$ cat config.mk
export PLATFORM = sky130hd
export DESIGN_NAME = jt51_wrq
export DESIGN_NICKNAME = d
export VERILOG_FILES = /design/src/rtl/jt51_wrq.sv
export SDC_FILE = /design/constraint.sdc
export NUM_CORES = 1
export LEC_CHECK = 0
export CAP_MARGIN = 40
export CORE_MARGIN = 5
export CORE_UTILIZATION = 60
export DETAILED_ROUTE_END_ITERATION = 12
export PLACE_DENSITY = 0.8
export SETUP_SLACK_MARGIN = 0.2
export SYNTH_ARGS = -nofsm -noshare
export SYNTH_HDL_FRONTEND = slang
export SYNTH_SLANG_ARGS = --single-unit
$ cat constraint.sdc
create_clock -name clk -period 5.3 [get_ports clk]
set_clock_uncertainty 0.2 [all_clocks]
set_input_delay 1.325 -clock clk [delete_from_list [all_inputs] [get_ports clk]]
set_output_delay 1.325 -clock clk [all_outputs]
set_load 0.01 [all_outputs]
$ cat src/rtl/jt51_wrq.sv
// rtl/jt51_wrq.sv - two-requester write queue draining address/data pairs onto the jt51 register pins
// Optional feature macro: JT51_WRQ_BUSYPOLL_EN (busy polling; otherwise a HOLD-tick countdown paces writes)
module jt51_wrq #(
  parameter int DEPTH = 8,
  parameter int HOLD  = 68
) (
  input  logic                   clk,
  input  logic                   rst_n,
  input  logic                   cen_p1,
  input  logic                   req0_valid,
  input  logic [7:0]             req0_addr,
  input  logic [7:0]             req0_data,
  output logic                   req0_ready,
  input  logic                   req1_valid,
  input  logic [7:0]             req1_addr,
  input  logic [7:0]             req1_data,
  output logic                   req1_ready,
  input  logic                   busy,
  output logic                   cs_n,
  output logic                   wr_n,
  output logic                   a0,
  output logic [7:0]             wr_din,
  output logic [$clog2(DEPTH):0] level,
  output logic                   idle
);
  localparam int AW = $clog2(DEPTH);
  localparam int LW = AW + 1;
  localparam int HW = (HOLD < 1) ? 1 : $clog2(HOLD + 1);

  typedef enum logic [2:0] {S_IDLE, S_WAIT, S_ADDR, S_GAP, S_DATA} state_t;

  state_t        state_q, state_d;
  logic [AW-1:0] wr_ptr_q, wr_ptr_d, rd_ptr_q, rd_ptr_d;
  logic [AW:0]   count_q, count_d;
  logic          last_q, last_d;
  logic          cs_n_q, cs_n_d, wr_n_q, wr_n_d, a0_q, a0_d;
  logic [7:0]    din_q, din_d;
  logic [15:0]   mem_q [DEPTH];
  logic [15:0]   head, push_word;
  logic          full, empty, grant0, grant1, push, pop, wait_done;

  assign full  = (count_q == LW'(DEPTH));
  assign empty = (count_q == '0);
  assign head  = mem_q[rd_ptr_q];

  // last_q=1 means req1 won the previous accepted push, so req0 wins the next tie
  assign grant0     = req0_valid && (!req1_valid || last_q);
  assign grant1     = req1_valid && !grant0;
  assign req0_ready = rst_n && grant0 && !full;
  assign req1_ready = rst_n && grant1 && !full;
  assign push       = req0_ready || req1_ready;
  assign push_word  = grant1 ? {req1_addr, req1_data} : {req0_addr, req0_data};
  assign pop        = cen_p1 && (state_q == S_DATA);

  always_comb begin
    wr_ptr_d = wr_ptr_q + (push ? AW'(1) : AW'(0));
    rd_ptr_d = rd_ptr_q + (pop ? AW'(1) : AW'(0));
    last_d   = push ? grant1 : last_q;
    count_d  = count_q;
    case ({push, pop})
      2'b10:   count_d = count_q + LW'(1);
      2'b01:   count_d = count_q - LW'(1);
      default: count_d = count_q;
    endcase
  end

  always_ff @(posedge clk) begin
    if (push) mem_q[wr_ptr_q] <= push_word;
  end

`ifdef JT51_WRQ_BUSYPOLL_EN
  assign wait_done = !busy;
`else
  logic [HW-1:0] hold_q, hold_d;
  logic          unused_busy;
  assign unused_busy = busy;
  assign wait_done   = (hold_q == '0);

  always_comb begin
    hold_d = hold_q;
    if (pop)                        hold_d = HW'(HOLD);
    else if (cen_p1 && hold_q != '0) hold_d = hold_q - HW'(1);
  end

  always_ff @(posedge clk or negedge rst_n) begin
    if (!rst_n) hold_q <= '0;
    else        hold_q <= hold_d;
  end
`endif

  always_ff @(posedge clk or negedge rst_n) begin
    if (!rst_n) state_q <= S_IDLE;
    else        state_q <= state_d;
  end

  always_comb begin
    state_d = state_q;
    if (cen_p1) begin
      case (state_q)
        S_IDLE:  if (!empty) state_d = S_WAIT;
        S_WAIT:  if (wait_done) state_d = S_ADDR;
        S_ADDR:  state_d = S_GAP;
        S_GAP:   state_d = S_DATA;
        S_DATA:  state_d = S_IDLE;
        default: state_d = S_IDLE;
      endcase
    end
  end

  // Pin values decoded from the state being entered so strobes come straight from flops
  always_comb begin
    cs_n_d = 1'b1;
    wr_n_d = 1'b1;
    a0_d   = a0_q;
    din_d  = din_q;
    case (state_d)
      S_ADDR: begin cs_n_d = 1'b0; wr_n_d = 1'b0; a0_d = 1'b0; din_d = head[15:8]; end
      S_DATA: begin cs_n_d = 1'b0; wr_n_d = 1'b0; a0_d = 1'b1; din_d = head[7:0];  end
      default: ;
    endcase
  end

  always_ff @(posedge clk or negedge rst_n) begin
    if (!rst_n) begin
      wr_ptr_q <= '0;
      rd_ptr_q <= '0;
      count_q  <= '0;
      last_q   <= 1'b1;
      cs_n_q   <= 1'b1;
      wr_n_q   <= 1'b1;
      a0_q     <= 1'b0;
      din_q    <= '0;
    end else begin
      wr_ptr_q <= wr_ptr_d;
      rd_ptr_q <= rd_ptr_d;
      count_q  <= count_d;
      last_q   <= last_d;
      if (cen_p1) begin
        cs_n_q <= cs_n_d;
        wr_n_q <= wr_n_d;
        a0_q   <= a0_d;
        din_q  <= din_d;
      end
    end
  end

  assign cs_n   = cs_n_q;
  assign wr_n   = wr_n_q;
  assign a0     = a0_q;
  assign wr_din = din_q;
  assign level  = count_q;
  assign idle   = empty && (state_q == S_IDLE);
endmodule

==> load_flow_metrics.sql <==
INSERT INTO impl_metrics (metric_group, metric, value, unit) VALUES
('synth', 'synth_top_cells_by_count', 'edfxtp_1 (128), mux2i_1 (30), dfrtp_1 (29)', ''),
('clock_tree', 'tritoncts_buffers', '17', ''),
('grt', 'grt_first_pass_wirelength', '21.31', 'mm'),
('sta', 'timing_max_transition_violations_final', '0', ''),
('outcome', 'run_status', 'finished clean', ''),
('synth', 'synth_enable_flop_cells', '128', ''),
('worst_setup_path', 'crit_required', '3770', 'ps'),
('sta', 'setup_viol', '0', ''),
('grt', 'grt_max_degree', '33', ''),
('sta', 'maxSlewHeadroom', '0.5532', ''),
('routing', 'ant_nets', '0', ''),
('pwr', 'p_leak', '2.750', 'nW'),
('routing', 'drt_iter0_drc', '309', ''),
('floorplanning', 'floorplan.initialDensity', '0.6131', ''),
('min_path', 'holdCritStartpoint', 'hold_q[0]', ''),
('sta', 'setup_repair_after_global_routing_missed_its_margin', 'false', ''),
('routing', 'route.vias.total', '3745', ''),
('routing', 'route.detailed.vias_per_inst', '5.982', ''),
('routing', 'drt_pass1_iterations', '5', ''),
('min_path', 'hold_path_class', 'reg2reg', ''),
('floorplanning', 'total_die_area', '0.01328', 'mm²'),
('clock_tree', 'cts.reportedPaths.clkPinSlew', '70', 'ps'),
('worst_setup_path', 'reg_to_reg_critical_path_endpoint', 'level[2]', ''),
('layout', 'diodes', '0', ''),
('floorplanning', 'die_h', '115.3', 'µm'),
('run', 'max_cap_violations', '0', ''),
('synth', 'yosysWarningCount', '0', ''),
('worst_setup_path', 'crit_type', 'in2out', ''),
('synth', 'yosysTopAreaCellShare', '0.5783', ''),
('layout', 'final_nets', '519', ''),
('sta', 'min_period_over_period', '0.8180', ''),
('placed_design', 'placement.io_buffers', '54', ''),
('sta', 'clock.fmax', '0.2307', 'GHz'),
('grt', 'grt_usage', '0.2174', ''),
('clock_tree', 'maximum_buffer_depth_of_the_clock_tree', '2', ''),
('sta', 'tightestPinTransition', '670.3', 'ps'),
('floorplanning', 'fp.coreArea', '0.01084', 'mm²'),
('synth', 'synth.top_cells.by_area', 'edfxtp_1 (58%), dfrtp_1 (11%), mux4_2 (6.1%)', ''),
('worst_setup_path', 'critical_path.endpoint', 'req0_ready', ''),
('floorplanning', 'dieWidth', '115.3', 'µm'),
('clock_tree', 'cts.sinks', '159', ''),
('pwr', 'power_density', '483.3', 'mW/mm²'),
('synth', 'synthCells', '402', ''),
('grt', 'first_global_vias', '3906', ''),
('grt', 'initial_antenna_violation_count', '0', ''),
('worst_setup_path', 'end_kind', 'primary output', ''),
('pwr', 'max-vdd-ir-drop', '0.2581', 'mV'),
('floorplanning', 'boundaryPins', '56', ''),
('synth', 'post_synthesis_sequential_area_ratio', '0.6954', ''),
('sta', 'timing_hold_violations_final', '0', ''),
('clock_tree', 'cts-resized-gates', '0', ''),
('worst_setup_path', 'worst_ep_arrival_time', '2810', 'ps'),
('worst_setup_path', 'crit-reg2reg-launch', 'level[1]', ''),
('synth', 'synth_most_common_cell', 'edfxtp_1', ''),
('clock_tree', 'cts-root-buf', 'clkbuf_8', ''),
('clock_tree', 'post_cts_hold_buffer_count', '0', ''),
('layout', 'area_delta_synth_final', '20.12', '%'),
('synth', 'fraction_of_registers_with_async_set_reset', '0.1950', ''),
('clock_tree', 'cts_tree', 'yes', ''),
('sta', 'tns', '0', 'ps'),
('placed_design', 'gp_routability_congestion', '0.8299', ''),
('synth', 'yosys.cell_types.count', '46', ''),
('routing', 'drc', '0', ''),
('synth', 'post_synth.cell_area_avg', '16.53', 'µm²'),
('floorplanning', 'core.rowCount', '38', ''),
('synth', 'syn_nets', '448', ''),
('placed_design', 'place_hpwl', '8.387', 'mm'),
('worst_setup_path', 'cp_max_fo', '2', ''),
('placed_design', 'numPlacedInstances', '594', ''),
('synth', 'yosys.area.top_type', 'edfxtp_1', ''),
('worst_setup_path', 'startpoint_of_the_worst_setup_timing_path', 'rst_n', '');
## final cells by class
| class | instances | area, µm² |
|---|---|---|
| tap | 140 | 175.2 |
| fill | 652 | 2856 |
| clock inverter | 15 | 160.2 |
| sequential | 159 | 4623 |
| timing repair buffer | 68 | 665.6 |
| multi-input combinational | 218 | 1912 |
| clock buffer | 17 | 414.1 |
| inverter | 9 | 33.78 |
## power by group
group / total (mW) / switching, mW / leakage [nW] / internal, mW
sequential: 1.79 / 0.179 / 1.54 / 1.61
clock: 1.17 / 0.494 / 0.270 / 0.676
combinational: 0.902 / 0.461 / 0.941 / 0.441
## kinds of logic after synthesis
kind of cell / Yosys count / share of synthesized area
DFF: 159 / 0.6954
and+or+nand+nor: 80 / 0.06325
muxes: 73 / 0.1485
AOI/OAI and AO/OA: 50 / 0.04951
buffers and inverters: 25 / 0.01901
adders and majority gates: 8 / 0.01506
xor gates and xnor gates: 7 / 0.009225
## worst min path at each step
stage	endpoint	slack (ps)	cells after the start
5_1_grt	last_q	320	2
3_3_place_gp	last_q	280	2
4_1_cts	last_q	310	2
2_1_floorplan	last_q	260	2
3_5_place_dp	last_q	300	2
6_report	hold_q[0]	310	1
## sequential cells by signal (all words and copies together), names as in the netlist, 3 cells and up
register / flops
state_q: 3
rd_ptr_q: 3
hold_q: 7
mem_q: 128
level: 4
wr_din: 8
wr_ptr_q: 3
## cell usage in the layout, fill, tap and decap left out, types with 2 or more instances in the layout
master,instances
clkbuf_16,16
nor2b_1,3
mux2i_1,30
or2_2,3
inv_6,5
xnor2_1,2
mux4_2,18
nand2b_1,6
nand3b_1,2
dfrtp_1,28
nor2_1,18
clkinv_4,2
o21a_1,2
a22oi_1,14
or3_1,5
inv_1,9
a21oi_1,3
mux2_2,25
nand2_1,17
bufinv_16,2
buf_4,13
nand3_1,16
edfxtp_1,128
clkinvlp_4,4
ha_1,8
xor2_1,5
o21ai_0,18
o31ai_1,2
nor3_2,2
clkdlybuf4s50_1,54
dfstp_2,2
## metrics by stage
| stage | total power [mW] | setup slack (ps) | cell area (µm²) | hold WS, ps | util |
|---|---|---|---|---|---|
| 2_1_floorplan | 2.357 | 1697 | 6646 | 260.7 | - |
| 3_3_place_gp | 2.660 | 1012 | 7382 | 275.3 | 0.6810 |
| 3_5_place_dp | 2.712 | 935.5 | 7410 | 299.7 | 0.6835 |
| 4_1_cts | 3.878 | 995.6 | 7984 | 312.2 | 0.7365 |
| 5_1_grt | 4.048 | 893.9 | 7984 | 324.2 | 0.7365 |
| 6_report | 3.858 | 964.5 | 7984 | 310.5 | 0.7365 |
## layer usage
metal	GRT usage	vias to the layer above	part of all wire
met2	0.3495	121	0.52
met4	0.07825	0	0.0094
met5	0	-	0
met1	0.2916	1903	0.40
li1	-	1709	-
met3	0.05474	12	0.066
## worst max-delay path, stage by stage
cell and delay (ps):
clkdlybuf4s50_1 530, o21ai_0 150, nor2_1 210, clkdlybuf4s50_1 600
Note: power is estimated with default switching activity, not from simulation.
